**config.mk**
```make
export PLATFORM = sky130hd
export DESIGN_NAME = oam_dma_controller_flat
export DESIGN_NICKNAME = d
export VERILOG_FILES = /design/src/rtl/nes_bus_pkg.sv /design/src/rtl/oam_dma_controller_if.sv /design/src/rtl/oam_dma_controller_seq.sv /design/src/rtl/oam_dma_controller.sv /design/src/flat_wrapper.sv
export SDC_FILE = /design/constraint.sdc
export NUM_CORES = 1
export LEC_CHECK = 0
export CELL_PAD_IN_SITES_DETAIL_PLACEMENT = 0
export CELL_PAD_IN_SITES_GLOBAL_PLACEMENT = 2
export CORE_UTILIZATION = 29
export CTS_CLUSTER_SIZE = 25
export DETAILED_ROUTE_END_ITERATION = 12
export GPL_ROUTABILITY_DRIVEN = 1
export HOLD_SLACK_MARGIN = 0.1
export PLACE_DENSITY_LB_ADDON = 0.1
export SLEW_MARGIN = 20
export SYNTH_ARGS = -nofsm -noshare
export SYNTH_HDL_FRONTEND = slang
export SYNTH_SLANG_ARGS = --single-unit
```
**constraint.sdc**
```tcl
create_clock -name clk -period 2.8 [get_ports clk]
set_clock_uncertainty 0.15 [all_clocks]
set_input_delay 0.84 -clock clk [delete_from_list [all_inputs] [get_ports clk]]
set_output_delay 0.84 -clock clk [all_outputs]
set_load 0.01 [all_outputs]
```
**src/rtl/nes_bus_pkg.sv**
```systemverilog
// Shared CPU-bus constants and the OAM DMA state encoding.
package nes_bus_pkg;

  localparam logic [15:0] DMA_REG_ADDR  = 16'h4014;
  localparam logic [15:0] OAM_DATA_ADDR = 16'h2004;
  localparam int unsigned XFER_LEN      = 256;
  localparam logic [7:0]  LAST_IDX      = 8'(XFER_LEN - 1);

  typedef enum logic [2:0] {
    IDLE,
    HALT,
    ALIGN,
    READ,
    WRITE
  } oam_dma_state_t;

endpackage

```
**src/rtl/oam_dma_controller_if.sv**
```systemverilog
// CPU-side bus signals seen by the OAM DMA and the DMA bus-master outputs.
interface oam_dma_controller_if;

  logic        cycle_en;
  logic [15:0] cpu_addr;
  logic [7:0]  cpu_data_out;
  logic        cpu_rw_n;
  logic [7:0]  bus_data_in;
  logic        cpu_rdy;
  logic        dma_active;
  logic [15:0] dma_addr;
  logic        dma_rw_n;
  logic [7:0]  dma_data_out;

  modport master (
    output cycle_en, cpu_addr, cpu_data_out, cpu_rw_n, bus_data_in,
    input  cpu_rdy, dma_active, dma_addr, dma_rw_n, dma_data_out
  );

  modport slave (
    input  cycle_en, cpu_addr, cpu_data_out, cpu_rw_n, bus_data_in,
    output cpu_rdy, dma_active, dma_addr, dma_rw_n, dma_data_out
  );

endinterface

```
**src/rtl/oam_dma_controller_seq.sv**
```systemverilog
// OAM DMA sequencer: state, get/put parity and byte index; advances only on cycle_en.
//
// state | meaning
// IDLE  | CPU owns the bus, waiting for a $4014 write
// HALT  | CPU halted, dummy read cycle
// ALIGN | extra dummy read so that READ lands on a get cycle
// READ  | read byte {page, idx}
// WRITE | write latched byte to $2004
module oam_dma_controller_seq
  import nes_bus_pkg::*;
(
  input  logic           clk,
  input  logic           reset_n,
  input  logic           cycle_en,
  input  logic           trigger,
  output oam_dma_state_t state_q,
  output oam_dma_state_t state_d,
  output logic [7:0]     idx_d
);

  logic [7:0] idx_q;
  logic       parity_q;

  always_ff @(posedge clk or negedge reset_n) begin
    if (!reset_n) begin
      state_q  <= IDLE;
      idx_q    <= '0;
      parity_q <= 1'b0;
    end else if (cycle_en) begin
      state_q  <= state_d;
      idx_q    <= idx_d;
      parity_q <= ~parity_q;
    end
  end

  // parity_q describes the cycle now in progress; a put HALT is followed by a get cycle
  always_comb begin
    state_d = state_q;
    idx_d   = idx_q;
    case (state_q)
      IDLE: begin
        if (trigger) begin
          state_d = HALT;
          idx_d   = '0;
        end
      end
      HALT:  state_d = parity_q ? READ : ALIGN;
      ALIGN: state_d = READ;
      READ:  state_d = WRITE;
      WRITE: begin
        if (idx_q == LAST_IDX) begin
          state_d = IDLE;
        end else begin
          idx_d   = idx_q + 8'd1;
          state_d = READ;
        end
      end
      default: state_d = IDLE;
    endcase
  end

endmodule

```
**src/rtl/oam_dma_controller.sv**
```systemverilog
// OAM DMA controller top: page/data latches and registered bus-master outputs.
module oam_dma_controller
  import nes_bus_pkg::*;
(
  input  logic                  clk,
  input  logic                  reset_n,
  oam_dma_controller_if.slave   bus
);

  oam_dma_state_t state_q;
  oam_dma_state_t state_d;
  logic [7:0]     idx_d;
  logic [7:0]     page_q;
  logic [7:0]     page_d;
  logic [7:0]     latch_q;
  logic [7:0]     latch_d;
  logic           trigger;

  logic           cpu_rdy_q;
  logic           dma_active_q;
  logic [15:0]    dma_addr_q;
  logic           dma_rw_n_q;
  logic [7:0]     dma_data_out_q;

  assign trigger = !bus.cpu_rw_n && (bus.cpu_addr == DMA_REG_ADDR);
  assign page_d  = ((state_q == IDLE) && trigger) ? bus.cpu_data_out : page_q;
  assign latch_d = (state_q == READ) ? bus.bus_data_in : latch_q;

  oam_dma_controller_seq u_seq (
    .clk      (clk),
    .reset_n  (reset_n),
    .cycle_en (bus.cycle_en),
    .trigger  (trigger),
    .state_q  (state_q),
    .state_d  (state_d),
    .idx_d    (idx_d)
  );

  // Outputs are registered from the next state so they describe the bus cycle that follows the tick
  always_ff @(posedge clk or negedge reset_n) begin
    if (!reset_n) begin
      page_q         <= '0;
      latch_q        <= '0;
      cpu_rdy_q      <= 1'b1;
      dma_active_q   <= 1'b0;
      dma_addr_q     <= '0;
      dma_rw_n_q     <= 1'b1;
      dma_data_out_q <= '0;
    end else if (bus.cycle_en) begin
      page_q       <= page_d;
      latch_q      <= latch_d;
      cpu_rdy_q    <= (state_d == IDLE);
      dma_active_q <= (state_d != IDLE);
      case (state_d)
        IDLE: begin
          dma_addr_q     <= '0;
          dma_rw_n_q     <= 1'b1;
          dma_data_out_q <= '0;
        end
        WRITE: begin
          dma_addr_q     <= OAM_DATA_ADDR;
          dma_rw_n_q     <= 1'b0;
          dma_data_out_q <= latch_d;
        end
        default: begin
          dma_addr_q     <= {page_d, idx_d};
          dma_rw_n_q     <= 1'b1;
          dma_data_out_q <= '0;
        end
      endcase
    end
  end

  assign bus.cpu_rdy      = cpu_rdy_q;
  assign bus.dma_active   = dma_active_q;
  assign bus.dma_addr     = dma_addr_q;
  assign bus.dma_rw_n     = dma_rw_n_q;
  assign bus.dma_data_out = dma_data_out_q;

endmodule

```
**src/flat_wrapper.sv**
```systemverilog
// flat-port wrapper written by rule: the top's interface ports become plain ports
module oam_dma_controller_flat import nes_bus_pkg::*;
  (clk, reset_n, bus_cycle_en, bus_cpu_addr, bus_cpu_data_out, bus_cpu_rw_n, bus_bus_data_in, bus_cpu_rdy, bus_dma_active, bus_dma_addr, bus_dma_rw_n, bus_dma_data_out);
  oam_dma_controller_if bus_i ();
  input  logic clk;
  input  logic reset_n;
  input wire logic [$bits(bus_i.cycle_en)-1:0] bus_cycle_en;
  input wire logic [$bits(bus_i.cpu_addr)-1:0] bus_cpu_addr;
  input wire logic [$bits(bus_i.cpu_data_out)-1:0] bus_cpu_data_out;
  input wire logic [$bits(bus_i.cpu_rw_n)-1:0] bus_cpu_rw_n;
  input wire logic [$bits(bus_i.bus_data_in)-1:0] bus_bus_data_in;
  output wire logic [$bits(bus_i.cpu_rdy)-1:0] bus_cpu_rdy;
  output wire logic [$bits(bus_i.dma_active)-1:0] bus_dma_active;
  output wire logic [$bits(bus_i.dma_addr)-1:0] bus_dma_addr;
  output wire logic [$bits(bus_i.dma_rw_n)-1:0] bus_dma_rw_n;
  output wire logic [$bits(bus_i.dma_data_out)-1:0] bus_dma_data_out;
  assign bus_i.cycle_en = bus_cycle_en;
  assign bus_i.cpu_addr = bus_cpu_addr;
  assign bus_i.cpu_data_out = bus_cpu_data_out;
  assign bus_i.cpu_rw_n = bus_cpu_rw_n;
  assign bus_i.bus_data_in = bus_bus_data_in;
  assign bus_cpu_rdy = bus_i.cpu_rdy;
  assign bus_dma_active = bus_i.dma_active;
  assign bus_dma_addr = bus_i.dma_addr;
  assign bus_dma_rw_n = bus_i.dma_rw_n;
  assign bus_dma_data_out = bus_i.dma_data_out;
  oam_dma_controller u_core (.clk(clk), .reset_n(reset_n), .bus(bus_i));
endmodule
```
==> results.md <==
* Total count of max-transition violations in the final report at 0
* DP Wirelength at 4.018 mm
* Y dimension of the die at about 90 um
* Critical path cell sequence: clkdlybuf4s50_1, nor4_2, nand4b_2, or4_4, mux2i_1, nor2_1, o22a_1
* Area of the die at 8144 sq um
* Leading area contributor after synthesis: sky130_fd_sc_hd__dfrtp_1
* Number of antenna repair diodes at 0
* Aggregate routed wire length at 5.354 mm
* Internal cell power at 1481 uW
* Static Leak at 0.001321 uW
* GR met2 Demand/Resource at 0.2296
* Grt peak-use layer: met2
* Power share of the sequential group at 0.446
* Psw at roughly 790 uW
* DR DRC count at 0
* Area taken by flip-flops and latches at 1179 sq um
* Kind of end point of the critical path: flip-flop
* Number of unique standard cell types used by synthesis at between 40 and 50
* Area of the multi-input gates at 940.9 sq um
* Wire length of the first global-routing pass at 9.232 mm
* Port Buffers at 62
* Largest stage delay on the critical path at just under 0.6 ns
* Classification of the worst-slack hold path: reg -> reg
* Maximum net fanout on the critical path at 5
* Tcrit/Tclk final at 0.9657
* Area delta synth->final at 39.94%
* Post-synthesis instance total at 218
* Count of standard-cell rows at 31
* Clock tree from TritonCTS: yes
* Hold slack final at around 0.32 ns
* Number of clock buffers inserted by TritonCTS at 5
* Vias per cell at 4.691
* Root buffer selected by CTS: sky130_fd_sc_hd__clkbuf_8
* CP max-delay cell: sky130_fd_sc_hd__or4_4
* Maximum count of clock buffers along a single path at 2
* CP Buf/Inv Count at 1
* Layout fillers at 742
* Tightest slew margin relative to the limit at 0.5760
* Setup tns final at 0 ns
* Timing-limited maximum frequency at 0.3698 GHz
* Worst setup slack before clock tree synthesis at -0.3663 ns
* Setup repair after global routing missed its margin: true
* Count of synthesis-stage warnings from yosys at 0
* Number of detailed-routing iterations run before antenna repair at 4
* Delay-heaviest family, CP: simple AND/OR/NAND/NOR gates
* Minimum period implied by the final worst setup slack at 2.704 ns
* Data required time of the critical path at approximately 2.8 ns
* Post-layout utilization of the core at 0.4266
* Actual transition at the worst max-transition pin at 0.6294 ns
* Via count of the first global-routing pass at 1905
* Clk_lat worst skew at ~0.3 ns
* Global placer's final weighted congestion at approximately 0.75
* Final net count at 328
* Combinational share of power at 0.360
* Net Count, Synth at approximately 260
* Number of sinks driven by the clock tree at 47
* Peak supply drop at 0.2855 mV
* Number of DRC markers after the initial detailed-route iteration at 32
* Post-Synthesis Cell Area at 2258 sq um
* Finish-stage setup viols at 0
* Average cell area after synthesis at just over 10 sq um
* Routed via count at 1834
* Kind of launch point of the worst setup path: primary input
* Global routing usage on met3 at 0.02792
* Ports placed on the boundary at between 60 and 70
* CTS H-Tree Depth at 2
* Startpoint-to-endpoint class of the critical path: in -> reg
* Final critical-path setup slack at 0.09591 ns
* Count of final hold-check violations at 0
* Cts-stage hold buffer count at 0
* Fraction of final layout cells with drive strength greater than 1 at 0.1712
* Clock Pin Slew Worst Setup and Hold Paths at 0.09 ns
* Area of the core region at 7408 sq um
* Maximum number of pins on one net before global-route repair at 24
* Fraction of power spent switching nets at 0.3480
* Count of state elements after synthesis at 47
* Number of antenna violations at the first check in global routing at 0
* Clock network fraction of design power at 0.194
* Residual overflow from global routing at 0
* Max-capacitance violation count at 0
* Horizontal die dimension at ~90 um
* Drt wl/cell at 13.69 um
* Number of antenna-violating nets in the routed design at 0
* Result of the run: finished, final reports clean
* Crit path arrival time at 2.75 ns
* Instance count after placement with tap cells included at 383
* Pwr dens at 718.9 nW/um^2
* Initial standard-cell utilization of the core at 0.3048
* Number of non-filler instances in the completed layout at 391
* Sequential-to-total area share from yosys stat at 0.5219
* Total global-route track usage at 0.1414
* Cell types with the largest area share after synthesis: sky130_fd_sc_hd__dfrtp_1 50%, sky130_fd_sc_hd__mux2_2 6.0%, sky130_fd_sc_hd__mux2i_1 5.3%
* Global routing met1 resource utilization at 0.1878
* Fraction of synthesized cell area taken by the top area cell type at 0.4986
[power groups by stage]
stage / Combinational [uW] / Clock, uW / Sequential, uW
after floorplan: 431 / 0 / 1010
after global routing: 909 / 486 / 1050
after CTS: 827 / 459 / 1020
final: 817 / 441 / 1010
after detailed placement: 821 / 0 / 1030
after global placement: 819 / 0 / 1030
[cells by family after synthesis]
| family | synth area share |
|---|---|
| adder cells (fa/ha/maj) | 0.005539 |
| flip-flops | 0.5219 |
| XOR/XNOR | 0.003879 |
| AND/OR/NAND/NOR | 0.1296 |
| multiplexers | 0.1130 |
| buffers and inverters | 0.06814 |
| AO/OA/AOI/OAI | 0.1579 |
[cell usage in the layout, fill, tap and decap left out, types with 3 or more instances in the layout]
cell	synthesis	routed
sky130_fd_sc_hd__a21oi_1	7	7
sky130_fd_sc_hd__buf_4	3	13
sky130_fd_sc_hd__clkbuf_8	0	6
sky130_fd_sc_hd__clkdlybuf4s50_1	0	60
sky130_fd_sc_hd__dfrtp_1	45	45
sky130_fd_sc_hd__inv_1	26	26
sky130_fd_sc_hd__mux2_2	12	12
sky130_fd_sc_hd__mux2i_1	12	11
sky130_fd_sc_hd__nand2_1	19	19
sky130_fd_sc_hd__nand3_1	5	5
sky130_fd_sc_hd__nor2_1	16	15
sky130_fd_sc_hd__nor3_1	4	3
sky130_fd_sc_hd__o21ai_0	14	14
sky130_fd_sc_hd__o22a_1	3	3
sky130_fd_sc_hd__o22ai_1	11	11
sky130_fd_sc_hd__o32ai_1	4	4
[state kept, by name (all words and copies together) (netlist names)]
name                     count
u_core.bus.dma_addr         16
u_core.bus.dma_data_out      8
u_core.u_seq.idx_q           8
u_core.page_q                8
u_core.bus.dma_rw_n          1
u_core.u_seq.state_q         3
u_core.u_seq.parity_q        1
u_core.bus.cpu_rdy           1
u_core.bus.dma_active        1
[metrics by stage]
| step | instance area, sq um | total power [uW] |
|---|---|---|
| after global placement | 3045 | 1848 |
| after CTS | 3146 | 2305 |
| final | 3161 | 2272 |
| after detailed placement | 3045 | 1852 |
| after floorplan | 2258 | 1444 |
| after global routing | 3161 | 2443 |
[worst paths after layout]
check / cells after the start / end / start / slack (ns)
min in group asynchronous: 1 / u_core.u_seq.parity_q / reset_n / 0.35
max in group asynchronous: 2 / u_core.bus.cpu_rdy / reset_n / 1.52
max reg2reg: 8 / u_core.bus.dma_addr[4] / u_core.u_seq.idx_q[0] / 0.47
min: 1 / u_core.u_seq.parity_q / u_core.u_seq.parity_q / 0.32
max: 7 / u_core.bus.dma_addr[13] / bus_cpu_addr[5] / 0.1
min reg2reg: 1 / u_core.u_seq.parity_q / u_core.u_seq.parity_q / 0.32
[layer usage]
metal,vias up,wire length [um]
li1,915,-
met1,874,2580
met2,37,2521
met3,8,183
met4,0,70
met5,-,0
[synth_stat cells]
cell type / instances
sky130_fd_sc_hd__a211o_1: 1
sky130_fd_sc_hd__a211oi_1: 1
sky130_fd_sc_hd__a21o_1: 1
sky130_fd_sc_hd__a21oi_1: 7
sky130_fd_sc_hd__a221o_1: 1
sky130_fd_sc_hd__a22o_1: 1
sky130_fd_sc_hd__a31o_2: 1
sky130_fd_sc_hd__a31oi_1: 2
sky130_fd_sc_hd__a31oi_4: 1
sky130_fd_sc_hd__and4_1: 1
sky130_fd_sc_hd__buf_2: 3
sky130_fd_sc_hd__buf_4: 3
sky130_fd_sc_hd__clkbuf_1: 4
sky130_fd_sc_hd__dfrtp_1: 45
sky130_fd_sc_hd__dfstp_2: 2
sky130_fd_sc_hd__ha_1: 1
sky130_fd_sc_hd__inv_1: 26
sky130_fd_sc_hd__inv_2: 1
sky130_fd_sc_hd__mux2_2: 12
sky130_fd_sc_hd__mux2i_1: 12
sky130_fd_sc_hd__nand2_1: 19
sky130_fd_sc_hd__nand2_2: 1
sky130_fd_sc_hd__nand2b_1: 1
sky130_fd_sc_hd__nand3_1: 5
sky130_fd_sc_hd__nand4_1: 1
sky130_fd_sc_hd__nand4b_2: 1
sky130_fd_sc_hd__nor2_1: 16
sky130_fd_sc_hd__nor2b_1: 2
sky130_fd_sc_hd__nor3_1: 4
sky130_fd_sc_hd__nor3b_1: 1
sky130_fd_sc_hd__nor4_2: 2
sky130_fd_sc_hd__nor4_4: 1
sky130_fd_sc_hd__o2111a_1: 1
sky130_fd_sc_hd__o2111ai_1: 1
sky130_fd_sc_hd__o21a_1: 1
sky130_fd_sc_hd__o21ai_0: 14
sky130_fd_sc_hd__o22a_1: 3
sky130_fd_sc_hd__o22ai_1: 11
sky130_fd_sc_hd__o311ai_0: 1
sky130_fd_sc_hd__o32ai_1: 4
sky130_fd_sc_hd__or4_1: 1
sky130_fd_sc_hd__xor2_1: 1
[repair_timing]
action,CTS,global route
setup endpoints to repair,3,8
buffers inserted,0,0
pin swaps,0,3
gates resized for setup,1,4
[area by class of cell]
class / instances / share of cell area
inverters: 27 / 0.03207
clock buffers: 6 / 0.02613
repair buffers: 76 / 0.2276
clock inverters: 2 / 0.004355
flip-flops and latches: 47 / 0.3729
multi-input cells: 134 / 0.2977
well taps: 99 / 0.03919
No activity file was read; power rests on OpenSTA's default activity.
